--- config.mk ---
export PLATFORM = sky130hd
export DESIGN_NAME = sram_arbiter
export DESIGN_NICKNAME = d
export VERILOG_FILES = /design/src/rtl/sram_arb_pkg.sv /design/src/rtl/rr_arb2.sv /design/src/rtl/sram_arbiter.sv
export SDC_FILE = /design/constraint.sdc
export NUM_CORES = 1
export LEC_CHECK = 0
export ABC_AREA = 0
export BUFFER_PORTS_ARGS = -buffer_cell sky130_fd_sc_hd__buf_2
export CAP_MARGIN = 5
export CORE_MARGIN = 8
export CORE_UTILIZATION = 26
export CTS_CLUSTER_SIZE = 8
export DETAILED_ROUTE_END_ITERATION = 7
export GPL_ROUTABILITY_DRIVEN = 1
export PLACE_DENSITY = 0.52
export SETUP_SLACK_MARGIN = 0.02
export SKIP_CTS_REPAIR_TIMING = 1
export SYNTH_ARGS = -nofsm -noshare
export SYNTH_HDL_FRONTEND = slang
export SYNTH_SLANG_ARGS = --single-unit
--- constraint.sdc ---
create_clock -name clk -period 3.2 [get_ports clk]
set_clock_uncertainty 0.15 [all_clocks]
set_input_delay 0.16 -clock clk [delete_from_list [all_inputs] [get_ports clk]]
set_output_delay 0.16 -clock clk [all_outputs]
set_load 0.02 [all_outputs]
--- src/rtl/sram_arb_pkg.sv ---
// Shared types and defaults for the two-requester SRAM arbiter.
package sram_arb_pkg;

    // Transaction sequencer states: one clear cycle after reset, then
    // IDLE -> two (setup, access) pairs -> DONE -> IDLE.
    typedef enum logic [2:0] {
        INIT,
        IDLE,
        SETUP_LO,
        ACCESS_LO,
        SETUP_HI,
        ACCESS_HI,
        DONE
    } state_t;

    localparam logic [15:0] ADDR_STEP_DEF = 16'd16;
    localparam logic [15:0] LAST_ADDR_DEF = 16'h19d0;

    // Address of the high halfword; wraps to 0 once the base reaches the
    // last valid halfword so the access never leaves the SRAM.
    function automatic logic [15:0] hi_addr_of(input logic [15:0] base,
                                               input logic [15:0] step,
                                               input logic [15:0] last);
        return (base >= last) ? 16'h0000 : base + step;
    endfunction

endpackage

--- src/rtl/rr_arb2.sv ---
// Two-way round-robin pick: a lone requester wins outright; when both
// request, the one that did not win last time gets the grant.
module rr_arb2 (
    input  logic [1:0] req,
    input  logic       last_grant,
    output logic [1:0] pick
);

    // One-hot pick, zero when nobody requests.
    always_comb begin
        pick = 2'b00;
        if (req == 2'b11) begin
            pick = last_grant ? 2'b01 : 2'b10;
        end else begin
            pick = req;
        end
    end

endmodule

--- src/rtl/sram_arbiter.sv ---
// Shares one 16-bit SRAM between two engines; each transaction moves a
// 32-bit stereo sample as two halfword accesses.
module sram_arbiter
    import sram_arb_pkg::*;
#(
    parameter logic [15:0] ADDR_STEP = ADDR_STEP_DEF,
    parameter logic [15:0] LAST_ADDR = LAST_ADDR_DEF
) (
    input  logic        clk,
    input  logic        rst,
    input  logic [1:0]  req,
    input  logic [1:0]  we,
    input  logic [15:0] addr_0,
    input  logic [15:0] addr_1,
    input  logic [31:0] wdata_0,
    input  logic [31:0] wdata_1,
    output logic [1:0]  gnt,
    output logic [1:0]  done,
    output logic [31:0] rdata,
    output logic        busy,
    output logic        sram_mem_clr,
    output logic        sram_read_en,
    output logic        sram_write_en,
    output logic [15:0] sram_addr,
    output logic [15:0] sram_wdata,
    input  logic [15:0] sram_rdata
);

    state_t      r_state;
    state_t      w_state_next;
    logic        r_owner;
    logic        r_last_grant;
    logic        r_we;
    logic [15:0] r_base;
    logic [31:0] r_wdata;
    logic [31:0] r_rdata;

    logic [1:0]  w_pick;
    logic        w_pick_idx;
    logic [15:0] w_hi_addr;
    logic [1:0]  w_owner_oh;

    rr_arb2 u_rr_arb2 (
        .req        (req),
        .last_grant (r_last_grant),
        .pick       (w_pick)
    );

    assign w_pick_idx = w_pick[1];
    assign w_hi_addr  = hi_addr_of(r_base, ADDR_STEP, LAST_ADDR);
    assign w_owner_oh = r_owner ? 2'b10 : 2'b01;
    assign rdata      = r_rdata;

    // State register plus request latching in IDLE and read-halfword capture.
    always_ff @(posedge clk) begin
        if (rst) begin
            r_state      <= INIT;
            r_owner      <= 1'b0;
            r_last_grant <= 1'b1;
            r_we         <= 1'b0;
            r_base       <= 16'h0000;
            r_wdata      <= 32'h0000_0000;
            r_rdata      <= 32'h0000_0000;
        end else begin
            r_state <= w_state_next;
            case (r_state)
                IDLE: begin
                    if (|req) begin
                        r_owner      <= w_pick_idx;
                        r_last_grant <= w_pick_idx;
                        r_we         <= we[w_pick_idx];
                        r_base       <= w_pick_idx ? addr_1 : addr_0;
                        r_wdata      <= w_pick_idx ? wdata_1 : wdata_0;
                    end
                end
                ACCESS_LO: begin
                    if (!r_we) begin
                        r_rdata[15:0] <= sram_rdata;
                    end
                end
                ACCESS_HI: begin
                    if (!r_we) begin
                        r_rdata[31:16] <= sram_rdata;
                    end
                end
                default: ;
            endcase
        end
    end

    // Next state and all Moore outputs; everything idles at zero.
    always_comb begin
        w_state_next  = r_state;
        gnt           = 2'b00;
        done          = 2'b00;
        busy          = (r_state != IDLE);
        sram_mem_clr  = 1'b0;
        sram_read_en  = 1'b0;
        sram_write_en = 1'b0;
        sram_addr     = 16'h0000;
        sram_wdata    = 16'h0000;
        case (r_state)
            INIT: begin
                // Held low while reset is asserted so the clear is a single
                // pulse on the first cycle after release.
                sram_mem_clr = ~rst;
                w_state_next = IDLE;
            end
            IDLE: begin
                if (|req) begin
                    w_state_next = SETUP_LO;
                end
            end
            SETUP_LO: begin
                gnt          = w_owner_oh;
                sram_addr    = r_base;
                w_state_next = ACCESS_LO;
            end
            ACCESS_LO: begin
                gnt           = w_owner_oh;
                sram_addr     = r_base;
                sram_wdata    = r_wdata[15:0];
                sram_write_en = r_we;
                sram_read_en  = ~r_we;
                w_state_next  = SETUP_HI;
            end
            SETUP_HI: begin
                gnt          = w_owner_oh;
                sram_addr    = w_hi_addr;
                w_state_next = ACCESS_HI;
            end
            ACCESS_HI: begin
                gnt           = w_owner_oh;
                sram_addr     = w_hi_addr;
                sram_wdata    = r_wdata[31:16];
                sram_write_en = r_we;
                sram_read_en  = ~r_we;
                w_state_next  = DONE;
            end
            DONE: begin
                gnt          = w_owner_oh;
                done         = w_owner_oh;
                w_state_next = IDLE;
            end
            default: begin
                w_state_next = INIT;
            end
        endcase
    end

endmodule

==> results.ini <==
[outcome]
status = complete, no violations

[global_route]
grt_pass1_vias = 3965
grt_max_degree = 77
grtUsageTotal_pct = 12.2
antenna_found_initial = 0
grt_pass1_wl_mm = 19.8
globalRouteOverflowTotal = 0

[place]
gp_congestion = 0.842
io_buffers = 189
hpwl_mm = 9.89
dp.cells = 858

[die]
rows = 46
die_y_um = 143
initial_core_util_pct = 26.5
core_area_um2 = 15800
fp.dieArea_um2 = 20400
io_pins = 190
die_x_um = 143

[timing]
tightest_slew_ns = 1.03
slew_viol_final = 0
slew_headroom_pct = 31.3
setup_viol = 0
max_freq_ghz = 0.376
finalHoldViolations = 0
fin_setup_tns_ns = 0
finalCriticalPeriod_ns = 2.66
rsz0062_at_grt = false
fin_crit_sh_pct = 83.2

[pwr]
switching_power_uw = 731
p_leak_uw = 0.00246
p_int_uw = 1870
power.density_nw_per_um2 = 457
p_comb_share_pct = 16.8
peakVddDrop_v = 0.000229
clkPwrFrac_pct = 37.0
switching_share_pct = 28.1
p_seq_share_pct = 46.2

[critical_path]
crit_chain = or4b_4, nor2_2, o21ai_2, o311ai_2, buf_2
cp_top_family = simple AND/OR/NAND/NOR gates
crit_path_max_fanout = 14
cp-end-kind = output pin
crit_path_max_incr_delay_ns = 0.58
critPathLaunchType = flip-flop
critPathRequiredTime_ns = 2.89
crit_arrival_ns = 2.35
crit_buf_inv = 1
slowest_stage = dfxtp_1
worstSetupPathType = flip-flop to output pin

[synth]
synth_area_leaders = dfxtp_1 41%, mux2i_1 12%, a211oi_1 8.8%
synthesis.nets = 612
synth-async-reset-ratio_pct = 0
synth_area_um2 = 4190
synth_top_area_cell = dfxtp_1
synth-seq-cells = 86
synth_top_area_share_pct = 41.1
syn_avg_cell_area_um2 = 8.53
yosys.cell_types.count = 49
ys_seq_area_share_pct = 41.1
synth_edf_count = 0
yosys_most_used_dff = dfxtp_1
synth_warnings = 0
synthCells = 491

[cells_and_area]
mostFrequentLayoutCells = 189 x buf_2, 86 x dfxtp_1, 82 x nand2_1
fin_util_pct = 36.0
fin_nets = 790
multi_input_area_um2 = 2220
areaGrowthSynthToFinish_pct = 36.1
final_common_cell = buf_2
fillers = 1650
antenna_cells = 0
drive_gt1_share_pct = 33.4
seq_area_um2 = 1720
final_cells = 890

[routing]
drc = 0
final_antenna_net_count = 0
drt_first_pass_iters = 4
wl_per_cell_um = 14.7
wirelength_mm = 13.0
num_vias = 4098
post_drt_via_cell_ratio = 4.60
drt-initial-drc-count = 183

[clock_tree]
cts.clk_slew.worst_paths_ns = 0.06
cts_buffer_depth = 2
root_buffer = clkbuf_16
numCtsBuffers = 9
clock_latency_ns = 0.34
htree_levels = 3
clock_sinks = 86
cts_tree = done

[flow_run]
maxCapViolations = 0

[worst_hold_path]
hold_path_class = input port to flip-flop

-- stage by stage --
stage          setup slack [ns]  hold slack [ns]  cell area, um^2  total power (uW)
3_3_place_gp              0.965            0.262             5270              1640
4_1_cts                   0.516           -0.104             5540              2640
3_5_place_dp              0.907            0.273             5270              1650
5_1_grt                   0.398          0.00781             5700              2750
6_report                  0.539           0.0109             5700              2600
2_1_floorplan              1.07            0.146             4190              1500
-- path summary, 6_finish.rpt --
kind / from / to / slack [ns] / depth (start not counted)
worst max-delay path: r_state[2] / sram_addr[10] / 0.54 / 5
worst max register to register: r_state[0] / r_wdata[25] / 1.09 / 5
worst min-delay path: wdata_0[27] / r_wdata[27] / 0.01 / 3
worst min register to register: rdata[8] / rdata[8] / 0.30 / 2
-- cells in the mapped netlist (4+ instances only) --
cell type / count
dfxtp_1: 86
nand2_1: 82
nor2_1: 55
a211oi_1: 49
mux2i_1: 49
a21oi_1: 36
a22o_1: 16
buf_2: 16
clkbuf_1: 15
buf_4: 9
inv_1: 7
and2_1: 4
and3_1: 4
nand3_1: 4
-- layout make-up --
class,count,area share (%)
Multi-Input combinational cell,353,39.0
Sequential cell,86,30.2
Timing Repair Buffer,212,20.8
Tap cell,216,4.74
Clock buffer,10,4.02
Clock inverter,6,0.834
Inverter,7,0.461
-- sequential cells by signal, summed over array words and instances, names as in the netlist --
name / cells
r_base: 16
r_owner: 1
r_wdata: 32
r_state: 3
r_last_grant: 1
r_we: 1
rdata: 32
-- power by group through the flow --
stage          clock, uW  sequential (uW)  combinational [uW]
2_1_floorplan          0             1210                 286
3_3_place_gp           0             1220                 421
3_5_place_dp           0             1230                 428
4_1_cts             1000             1200                 429
5_1_grt             1050             1210                 485
6_report             963             1200                 437
-- per-layer routing --
layer / wire length (um) / track usage, % / vias up
met5: 0 / 0 / -
met1: 5780 / 14.6 / 1850
met3: 913 / 4.11 / 16
li1: - / - / 2093
met4: 202 / 4.75 / 0
met2: 6150 / 19.6 / 139
-- logic make-up (layout without fill, tap and decap cells) --
| kind of cell | Yosys count | in the layout | synth area share, % |
|---|---|---|---|
| flops | 86 | 86 | 41.1 |
| fa+ha+maj | 3 | 3 | 0.896 |
| xor+xnor | 2 | 2 | 0.418 |
| simple gates | 172 | 172 | 18.1 |
| compound gates | 127 | 127 | 21.6 |
| buf+inv | 52 | 235 | 6.18 |
| mux | 49 | 49 | 11.7 |
-- tightest hold or removal path, stage by stage --
cell	delay [ns]
buf_2	0.09
mux2i_1	0.11
a211oi_1	0.08
Power figures use the tool's default switching activity.
